### config.mk
export PLATFORM = sky130hd
export DESIGN_NAME = window_scan_ctrl
export DESIGN_NICKNAME = d
export VERILOG_FILES = /design/src/rtl/img_pkg.sv /design/src/rtl/gauss3x3.sv /design/src/rtl/window_scan_ctrl.sv
export SDC_FILE = /design/constraint.sdc
export NUM_CORES = 1
export LEC_CHECK = 0
export CAP_MARGIN = 20
export CORE_MARGIN = 10
export CORE_UTILIZATION = 46
export CTS_BUF_LIST = sky130_fd_sc_hd__clkbuf_16
export CTS_CLUSTER_DIAMETER = 200
export CTS_CLUSTER_SIZE = 40
export DETAILED_ROUTE_END_ITERATION = 8
export MAX_ROUTING_LAYER = met4
export PLACE_DENSITY_LB_ADDON = 0.08
export SETUP_SLACK_MARGIN = 0.4
export SYNTH_ARGS = -nofsm -noshare
export SYNTH_HDL_FRONTEND = slang
export SYNTH_SLANG_ARGS = --single-unit
### constraint.sdc
create_clock -name clk -period 3.2 [get_ports clk]
set_clock_uncertainty 0.15 [all_clocks]
set_input_delay 0.64 -clock clk [delete_from_list [all_inputs] [get_ports clk]]
set_output_delay 0.64 -clock clk [all_outputs]
set_load 0.1 [all_outputs]
### src/rtl/img_pkg.sv
// Shared image-filter types and widths: scan FSM states and pixel/address/sum widths.
package img_pkg;

    localparam int unsigned PIXEL_W = 8;
    localparam int unsigned ADDR_W  = 8;
    localparam int unsigned SUM_W   = 12;

    typedef enum logic [2:0] {
        ST_IDLE  = 3'd0,
        ST_READ  = 3'd1,
        ST_CALC  = 3'd2,
        ST_WRITE = 3'd3,
        ST_DONE  = 3'd4
    } scan_state_t;

endpackage

### src/rtl/gauss3x3.sv
// Combinational 3x3 Gaussian kernel (1-2-1 / 2-4-2 / 1-2-1) with round-to-nearest divide by 16.
module gauss3x3
    import img_pkg::*;
(
    input  logic [PIXEL_W-1:0] p1,
    input  logic [PIXEL_W-1:0] p2,
    input  logic [PIXEL_W-1:0] p3,
    input  logic [PIXEL_W-1:0] p4,
    input  logic [PIXEL_W-1:0] p5,
    input  logic [PIXEL_W-1:0] p6,
    input  logic [PIXEL_W-1:0] p7,
    input  logic [PIXEL_W-1:0] p8,
    input  logic [PIXEL_W-1:0] p9,
    output logic [PIXEL_W-1:0] q
);

    logic [SUM_W-1:0] sum;

    // Worst case 16*255 + 8 = 4088 fits in the sum width without overflow.
    always_comb begin
        sum = SUM_W'(p1) + (SUM_W'(p2) << 1) + SUM_W'(p3)
            + (SUM_W'(p4) << 1) + (SUM_W'(p5) << 2) + (SUM_W'(p6) << 1)
            + SUM_W'(p7) + (SUM_W'(p8) << 1) + SUM_W'(p9)
            + SUM_W'(8);
        q   = PIXEL_W'(sum >> 4);
    end

endmodule

### src/rtl/window_scan_ctrl.sv
// Raster-scans a padded image with a 3x3 window, filters each window and writes the centre pixel.
// Optional WINDOW_SCAN_PIX_CNT_EN adds a 16-bit written-pixel counter output pix_count.
module window_scan_ctrl
    import img_pkg::*;
#(
    parameter int unsigned IMG_ROWS = 256,
    parameter int unsigned IMG_COLS = 256
) (
    input  logic               clk,
    input  logic               rst,
    input  logic               start,
    output logic               busy,
    output logic               done,
    output logic               rd,
    output logic [ADDR_W-1:0]  addr_row_r,
    output logic [ADDR_W-1:0]  addr_col_r,
    input  logic [PIXEL_W-1:0] sw_pixel_1,
    input  logic [PIXEL_W-1:0] sw_pixel_2,
    input  logic [PIXEL_W-1:0] sw_pixel_3,
    input  logic [PIXEL_W-1:0] sw_pixel_4,
    input  logic [PIXEL_W-1:0] sw_pixel_5,
    input  logic [PIXEL_W-1:0] sw_pixel_6,
    input  logic [PIXEL_W-1:0] sw_pixel_7,
    input  logic [PIXEL_W-1:0] sw_pixel_8,
    input  logic [PIXEL_W-1:0] sw_pixel_9,
`ifdef WINDOW_SCAN_PIX_CNT_EN
    output logic [15:0]        pix_count,
`endif
    output logic               wr,
    output logic [ADDR_W-1:0]  addr_row_w,
    output logic [ADDR_W-1:0]  addr_col_w,
    output logic [PIXEL_W-1:0] cl_pixel
);

    localparam logic [ADDR_W-1:0] LAST_R = ADDR_W'(IMG_ROWS - 3);
    localparam logic [ADDR_W-1:0] LAST_C = ADDR_W'(IMG_COLS - 3);

    scan_state_t        state;
    logic [ADDR_W-1:0]  r;
    logic [ADDR_W-1:0]  c;
    logic [PIXEL_W-1:0] kernel_q;

    gauss3x3 u_gauss (
        .p1 (sw_pixel_1),
        .p2 (sw_pixel_2),
        .p3 (sw_pixel_3),
        .p4 (sw_pixel_4),
        .p5 (sw_pixel_5),
        .p6 (sw_pixel_6),
        .p7 (sw_pixel_7),
        .p8 (sw_pixel_8),
        .p9 (sw_pixel_9),
        .q  (kernel_q)
    );

    // Strobes are registered on entry to READ/WRITE so they last exactly one state.
    always_ff @(posedge clk or posedge rst) begin
        if (rst) begin
            state      <= ST_IDLE;
            r          <= '0;
            c          <= '0;
            busy       <= 1'b0;
            done       <= 1'b0;
            rd         <= 1'b0;
            wr         <= 1'b0;
            addr_row_r <= '0;
            addr_col_r <= '0;
            addr_row_w <= '0;
            addr_col_w <= '0;
            cl_pixel   <= '0;
        end else begin
            rd   <= 1'b0;
            wr   <= 1'b0;
            done <= 1'b0;
            case (state)
                ST_IDLE: begin
                    if (start) begin
                        state      <= ST_READ;
                        busy       <= 1'b1;
                        rd         <= 1'b1;
                        addr_row_r <= r;
                        addr_col_r <= c;
                    end
                end
                ST_READ: begin
                    state <= ST_CALC;
                end
                ST_CALC: begin
                    state      <= ST_WRITE;
                    cl_pixel   <= kernel_q;
                    wr         <= 1'b1;
                    addr_row_w <= r + ADDR_W'(1);
                    addr_col_w <= c + ADDR_W'(1);
                end
                ST_WRITE: begin
                    if (r == LAST_R && c == LAST_C) begin
                        state <= ST_DONE;
                        done  <= 1'b1;
                        busy  <= 1'b0;
                        r     <= '0;
                        c     <= '0;
                    end else if (c == LAST_C) begin
                        state      <= ST_READ;
                        rd         <= 1'b1;
                        c          <= '0;
                        r          <= r + ADDR_W'(1);
                        addr_col_r <= '0;
                        addr_row_r <= r + ADDR_W'(1);
                    end else begin
                        state      <= ST_READ;
                        rd         <= 1'b1;
                        c          <= c + ADDR_W'(1);
                        addr_col_r <= c + ADDR_W'(1);
                        addr_row_r <= r;
                    end
                end
                ST_DONE: begin
                    state <= ST_IDLE;
                    r     <= '0;
                    c     <= '0;
                end
                default: begin
                    state <= ST_IDLE;
                end
            endcase
        end
    end

`ifdef WINDOW_SCAN_PIX_CNT_EN
    // Counts completed writes of the current scan; restarts on each accepted start.
    always_ff @(posedge clk or posedge rst) begin
        if (rst) begin
            pix_count <= '0;
        end else if (state == ST_IDLE && start) begin
            pix_count <= '0;
        end else if (wr) begin
            pix_count <= pix_count + 16'd1;
        end
    end
`endif

endmodule

Word level (Yosys, flattened, before mapping) --
Index checks and enable logic that the tools add are counted.
Storage, ports and cells: logic and storage cells 62, bits in registers 63, output and inout port bits 44, input port bits 75
Operators by class: eq/ne operators 9, $add $sub $neg 11, muxes and demuxes 24, reduce and logical (&&, ||, !) cells 6
Operator list (count):
- 8-bit two-way mux | 8
- 8-bit one-hot mux with 2 select lines | 4
- 12-bit by 8-bit adder with 12-bit output | 3
- 12-bit by 9-bit adder with 12-bit output | 3
- 8-bit by 1-bit adder with 8-bit output (second input constant) | 2
- 8-bit == test (second input constant) | 2
- 12-bit by 10-bit adder with 12-bit output | 1
- 12-bit by 4-bit adder with 12-bit output (second input constant) | 1
- 3-bit one-hot mux with 4 select lines | 1
- 8-bit by 9-bit adder with 10-bit output | 1
- 1-bit two-way mux | 7
- 3-bit by 2-bit == test with 1-bit output (second input constant) | 2
- 3-bit two-way mux | 2
- 2-bit != test (second input constant) | 3
- 3-bit AND reduction | 2
- 1-bit one-hot mux with 2 select lines | 2
- 2-bit nonzero test | 2
- 3-bit by 1-bit == test with 1-bit output (second input constant) | 1
- 3-bit == test (second input constant) | 1
- 3-bit logical NOT | 1
- 1-bit logical AND | 1

Depth between registers and ports, before layout --
word-level depth 9, gate-level depth with buffers 19, mapped depth without buffers 19

Modules after synthesis --
A second synthesis with hierarchy kept.
Unflattened totals: cells, all modules 512, area total of the unflattened synthesis 4943.5 sq um
By module, submodules not included:
- window_scan_ctrl | times used 1, sequential area each 1576.5 sq um, area an instance 3039.2 sq um, cells each 310
- gauss3x3 | times used 1, sequential area each 0.0 sq um, area an instance 1904.3 sq um, cells each 202

Worst setup path before layout --
Ideal clock, no wire load.
path kind input to register, start point input port sw_pixel_1[1], end point register cl_pixel[7], data arrival time 5.304 ns, required time 2.968 ns, stages on the path 18, buffers on the path 1, path slack -2.336 ns, library setup time 0.082 ns, cell sequence ha_1 -> fa_1 -> a21o_1 -> a21oi_1 -> nor2b_1 -> o311ai_0 -> fa_1 -> inv_1 -> fa_1 -> fa_1 -> fa_1 -> inv_1 -> ha_1 -> clkbuf_1 -> nand3_1 -> a21boi_0 -> or4_1 -> a31oi_1
On the way: word-level cells in the longest chain between the ends 9
Ends and longest elaborated chain:
- from (decl) | line window_scan_ctrl.sv:17 | input logic [PIXEL_W-1:0] sw_pixel_1,
- 8-bit by 9-bit adder with 10-bit output | line gauss3x3.sv:21 | sum = SUM_W'(p1) + (SUM_W'(p2) << 1) + SUM_W'(p3)
- 12-bit by 8-bit adder with 12-bit output | line gauss3x3.sv:21
- 12-bit by 9-bit adder with 12-bit output | line gauss3x3.sv:22 | + (SUM_W'(p4) << 1) + (SUM_W'(p5) << 2) + (SUM_W'(p6) << 1)
- 12-bit by 10-bit adder with 12-bit output | line gauss3x3.sv:22
- 12-bit by 9-bit adder with 12-bit output | line gauss3x3.sv:22
- 12-bit by 8-bit adder with 12-bit output | line gauss3x3.sv:23 | + SUM_W'(p7) + (SUM_W'(p8) << 1) + SUM_W'(p9)
- 12-bit by 9-bit adder with 12-bit output | line gauss3x3.sv:23
- 12-bit by 8-bit adder with 12-bit output | line gauss3x3.sv:23
- 12-bit by 4-bit adder with 12-bit output | line gauss3x3.sv:24 | + SUM_W'(8);
- to (signal assigned) | line window_scan_ctrl.sv:90 | cl_pixel <= kernel_q;
- to (decl) | line window_scan_ctrl.sv:32 | output logic [PIXEL_W-1:0] cl_pixel
Every way passes these cells. A chain may end at the register's enable or synchronous reset.

Worst setup path after layout --
start point input port sw_pixel_2[0], end point register cl_pixel[7]
On the way: word-level cells in the longest chain between the ends 9
Ends and longest elaborated chain:
- from (decl) | line window_scan_ctrl.sv:18 | input logic [PIXEL_W-1:0] sw_pixel_2,
- 8-bit by 9-bit adder with 10-bit output | line gauss3x3.sv:21
- 12-bit by 8-bit adder with 12-bit output | line gauss3x3.sv:21
- 12-bit by 9-bit adder with 12-bit output | line gauss3x3.sv:22
- 12-bit by 10-bit adder with 12-bit output | line gauss3x3.sv:22
- 12-bit by 9-bit adder with 12-bit output | line gauss3x3.sv:22
- 12-bit by 8-bit adder with 12-bit output | line gauss3x3.sv:23
- 12-bit by 9-bit adder with 12-bit output | line gauss3x3.sv:23
- 12-bit by 8-bit adder with 12-bit output | line gauss3x3.sv:23
- 12-bit by 4-bit adder with 12-bit output | line gauss3x3.sv:24
Every way passes these cells.

==> key figures <==
Routing
  – ANT nets after route: 0
  – Detailed Route Iter0 Violations: 137
  – Drt drc: 0
  – Vias per cell: 5.303
  – WL/cell: 15.97 µm
  – Via Count: 4,417
  – TritonRoute pass-1 iters: 4
  – Overall routed net length: 13,300 µm

GRT
  – Gr usage total: 0.1691
  – Grt total ovfl: 0
  – Largest net degree at the start of global routing: 36
  – Initial antenna violation count: 0
  – Number of global-route vias before repair: 4,774
  – First-pass GRT wire length: 22,080 µm

Critical path
  – CP peak stage delay: 0.54 ns
  – R2R setup slack: 0.75 ns
  – CP bufs+invs: 5
  – Crit. End Element: flip-flop
  – FF-to-FF path depth: 6
  – Worst path slowest cell: fa_2
  – Top delay family on crit path: adder cells
  – Most frequent CP cell: fa_2
  – CP Launch Type: primary input
  – Capture point of the worst reg-to-reg path: addr_row_r[0]$_DFFE_PP0P_
  – Critical path fanouts, max: 3
  – Crit Path Category: in2reg
  – Cell chain of the critical path: buf_6 > ha_4 > fa_2 > a21o_1 > a21oi_4 > nand4b_1 > o311ai_2 > fa_1 > inv_2 > fa_2 > fa_2 > fa_2 > inv_2 > ha_4 > nand3_4 > a21boi_2 > buf_4 > buf_4 > o31ai_1 > a31oi_1
  – CP Data Required Time: 3.24 ns
  – Crit Reg-Reg Startpoint: r[0]$_DFFE_PP0P_
  – Critical Path AT: 4.88 ns

Synth
  – Post-synthesis sequential area ratio: 0.3009
  – Post-synth EDFFs: 0
  – Synth area leader: dfrtp_1
  – Synth cell count leaders: 79 x inv_1, 63 x dfrtp_1, 48 x fa_1, 41 x nand2_1, 35 x o21ai_0
  – Post-synth net total: 693
  – Yosys warns: 0
  – Synth area leaders: dfrtp_1 30%, fa_1 18%, ha_1 7.2%
  – Most common cell in the netlist: inv_1
  – Yosys reg bits: 63
  – Synth Cell Area: 5240 µm²
  – Area share of the largest cell type after synthesis: 0.3009
  – Post-synth ARST share: 1.000
  – Yosys cell types: 63
  – Cell count after synthesis: 540
  – Synthesized area per cell: 9.704 µm²
  – Synth Flop Type: dfrtp_1

Timing
  – Final min period: 4.838 ns
  – Worst slew margin: 0.4366
  – Final setup vio count: 8
  – RSZ-0062 raised after global routing: true
  – Period utilization: 1.512
  – Total negative slack: -11.69 ns
  – Max Freq: 206.7 MHz
  – Min setup slack post-route: -1.638 ns
  – Slew @ Worst Pin: 0.8451 ns
  – Final Max Slew Viols: 0
  – Final hold violation count: 0

Placed design
  – Final GP Congestion: 0.8609
  – Pre-CTS setup slack: -2.461 ns
  – Buffers on Ports: 118
  – Dpl cell area: 6815 µm²
  – Post-DP HPWL: 10,600 µm

Cells and area
  – Share of cells above drive strength 1: 0.2900
  – Area Overhead vs Synth: 40.26%
  – Area of the multi-input gates: 3541 µm²
  – Register area: 1577 µm²
  – Nets@finish: 841
  – Antenna cells: 0
  – Design area: 7350 µm²
  – Fin util: 0.6692
  – Fillers: 871

Run status
  – Violated checks: setup timing
  – Status: complete, but fails checks

Die
  – Die width: 126.7 µm
  – Die Ht: 126.7 µm
  – Core area: 10,980 µm²
  – Initial core utilization: 0.4771
  – Rows: 38
  – Die Area: 16,060 µm²
  – I/O pin count: 119

Power and ir drop
  – Worst vdd ir: 589.2 µV
  – Total power divided by cell area: 899.0 nW/µm²
  – Overall Power: 6.608 mW
  – P_leak: 3.317 nW

Clocking
  – H-tree lvl count: 3
  – CTS Buf Count: 9
  – CTS root buffer: clkbuf_16
  – Num Clock Sinks: 63
  – Clock Tree Buf Depth: 2
  – Worst-Skew Late Latency: 0.33 ns
  – CTS tree: built
  – Clock transition at path regs: 0.05 ns

Worst hold path
  – Worst Hold Endpoint: cl_pixel[0]$_DFFE_PP0P_
  – Hold path start: cl_pixel[0]$_DFFE_PP0P_
  – Hold-critical path depth: 2
  – Worst Hold Class: reg2reg

Run
  – Max_cap viols: 0
cell type report:
class,instances,share of cell area
sequential,63,0.2145
timing repair buffer,168,0.2012
multi-input combinational,367,0.4818
tap,140,0.02383
clock buffer,9,0.03064
inverter,79,0.04035
clock inverter,7,0.007661
worst min-delay path, stage by stage (launching register included):
cell and delay [ns]:
dfrtp_1 0.34, nand2_1 0.05, nand2_1 0.05
registers in the layout (all words and copies together), names as in the netlist:
| signal | cells |
|---|---|
| r | 8 |
| addr_col_r | 8 |
| addr_row_w | 8 |
| done | 1 |
| addr_col_w | 8 |
| rd | 1 |
| c | 8 |
| addr_row_r | 8 |
| wr | 1 |
| state | 3 |
| busy | 1 |
| cl_pixel | 8 |
cell usage in the layout (no fill, tap or decap), types with 3 or more instances in the layout:
cell              n
a221o_1           3
clkdlybuf4s50_1  60
o21ai_0          31
a31oi_1           8
nand3_4           3
clkbuf_16         9
xnor2_1          15
buf_2             4
or3_1             5
mux2_4            6
nand3_1          18
fa_2             15
inv_1            70
a21o_1            7
or4_1             3
nor2_1           20
o22ai_1           4
buf_4            86
fa_1             33
ha_4             11
nor2_2            3
o211ai_1          5
dfrtp_1          63
and2_1            5
clkinv_2          3
nor3_1            8
xor2_1            3
ha_1             18
nor4_1            6
and3_1            4
mux2i_1           3
a21oi_1          12
nand4_1          11
nand2_1          41
inv_2            11
buf_6            12
mux2_2            6
a21oi_4           5
power by group:
group	total [mW]	internal, mW	switching, mW
clock network	0.923	0.589	0.334
logic	4.76	2.39	2.37
registers	0.924	0.887	0.0375
total	6.61	3.86	2.74
logic make-up after synthesis:
logic type | Yosys count | synth area share
compound gates | 107 | 0.1325
mux | 16 | 0.03797
flops | 63 | 0.3009
simple gates | 146 | 0.1483
xor+xnor | 20 | 0.03343
buf+inv | 110 | 0.09193
fa+ha+maj | 78 | 0.2550
repair_timing:
action,in CTS,in global routing
resized for setup,81,4
setup buffers,6,5
hold buffers,0,0
setup endpoints to repair,8,8
pin swaps,46,29
per-layer routing:
layer  global-route usage  up-vias  routed length [µm]
met3              0.02832       14                 482
met4              0.06832        0                 202
met5                    -        -                   0
li1                     -     2129                   -
met1               0.1845     2156                5613
met2               0.2992      118                7004
stage by stage:
| step | instances | hold slack, ns |
|---|---|---|
| finish | 833 | 0.3315 |
| global route | 833 | 0.3538 |
| CTS | 828 | 0.3375 |
| detailed placement | 806 | 0.3248 |
| global placement | 806 | 0.3145 |
| floorplan | 540 | 0.3711 |
worst max-delay path by stage:
stage / endpoint / start / slack [ns] / cells past startpoint
floorplan: cl_pixel[7]$_DFFE_PP0P_ / sw_pixel_1[5] / -1.83 / 16
global placement: cl_pixel[7]$_DFFE_PP0P_ / sw_pixel_1[1] / -2.35 / 18
detailed placement: cl_pixel[7]$_DFFE_PP0P_ / sw_pixel_1[2] / -2.46 / 17
CTS: cl_pixel[7]$_DFFE_PP0P_ / sw_pixel_2[6] / -1.72 / 16
global route: cl_pixel[7]$_DFFE_PP0P_ / sw_pixel_2[0] / -1.81 / 18
finish: cl_pixel[7]$_DFFE_PP0P_ / sw_pixel_2[0] / -1.64 / 20
Note: power is estimated with default switching activity, not from simulation.
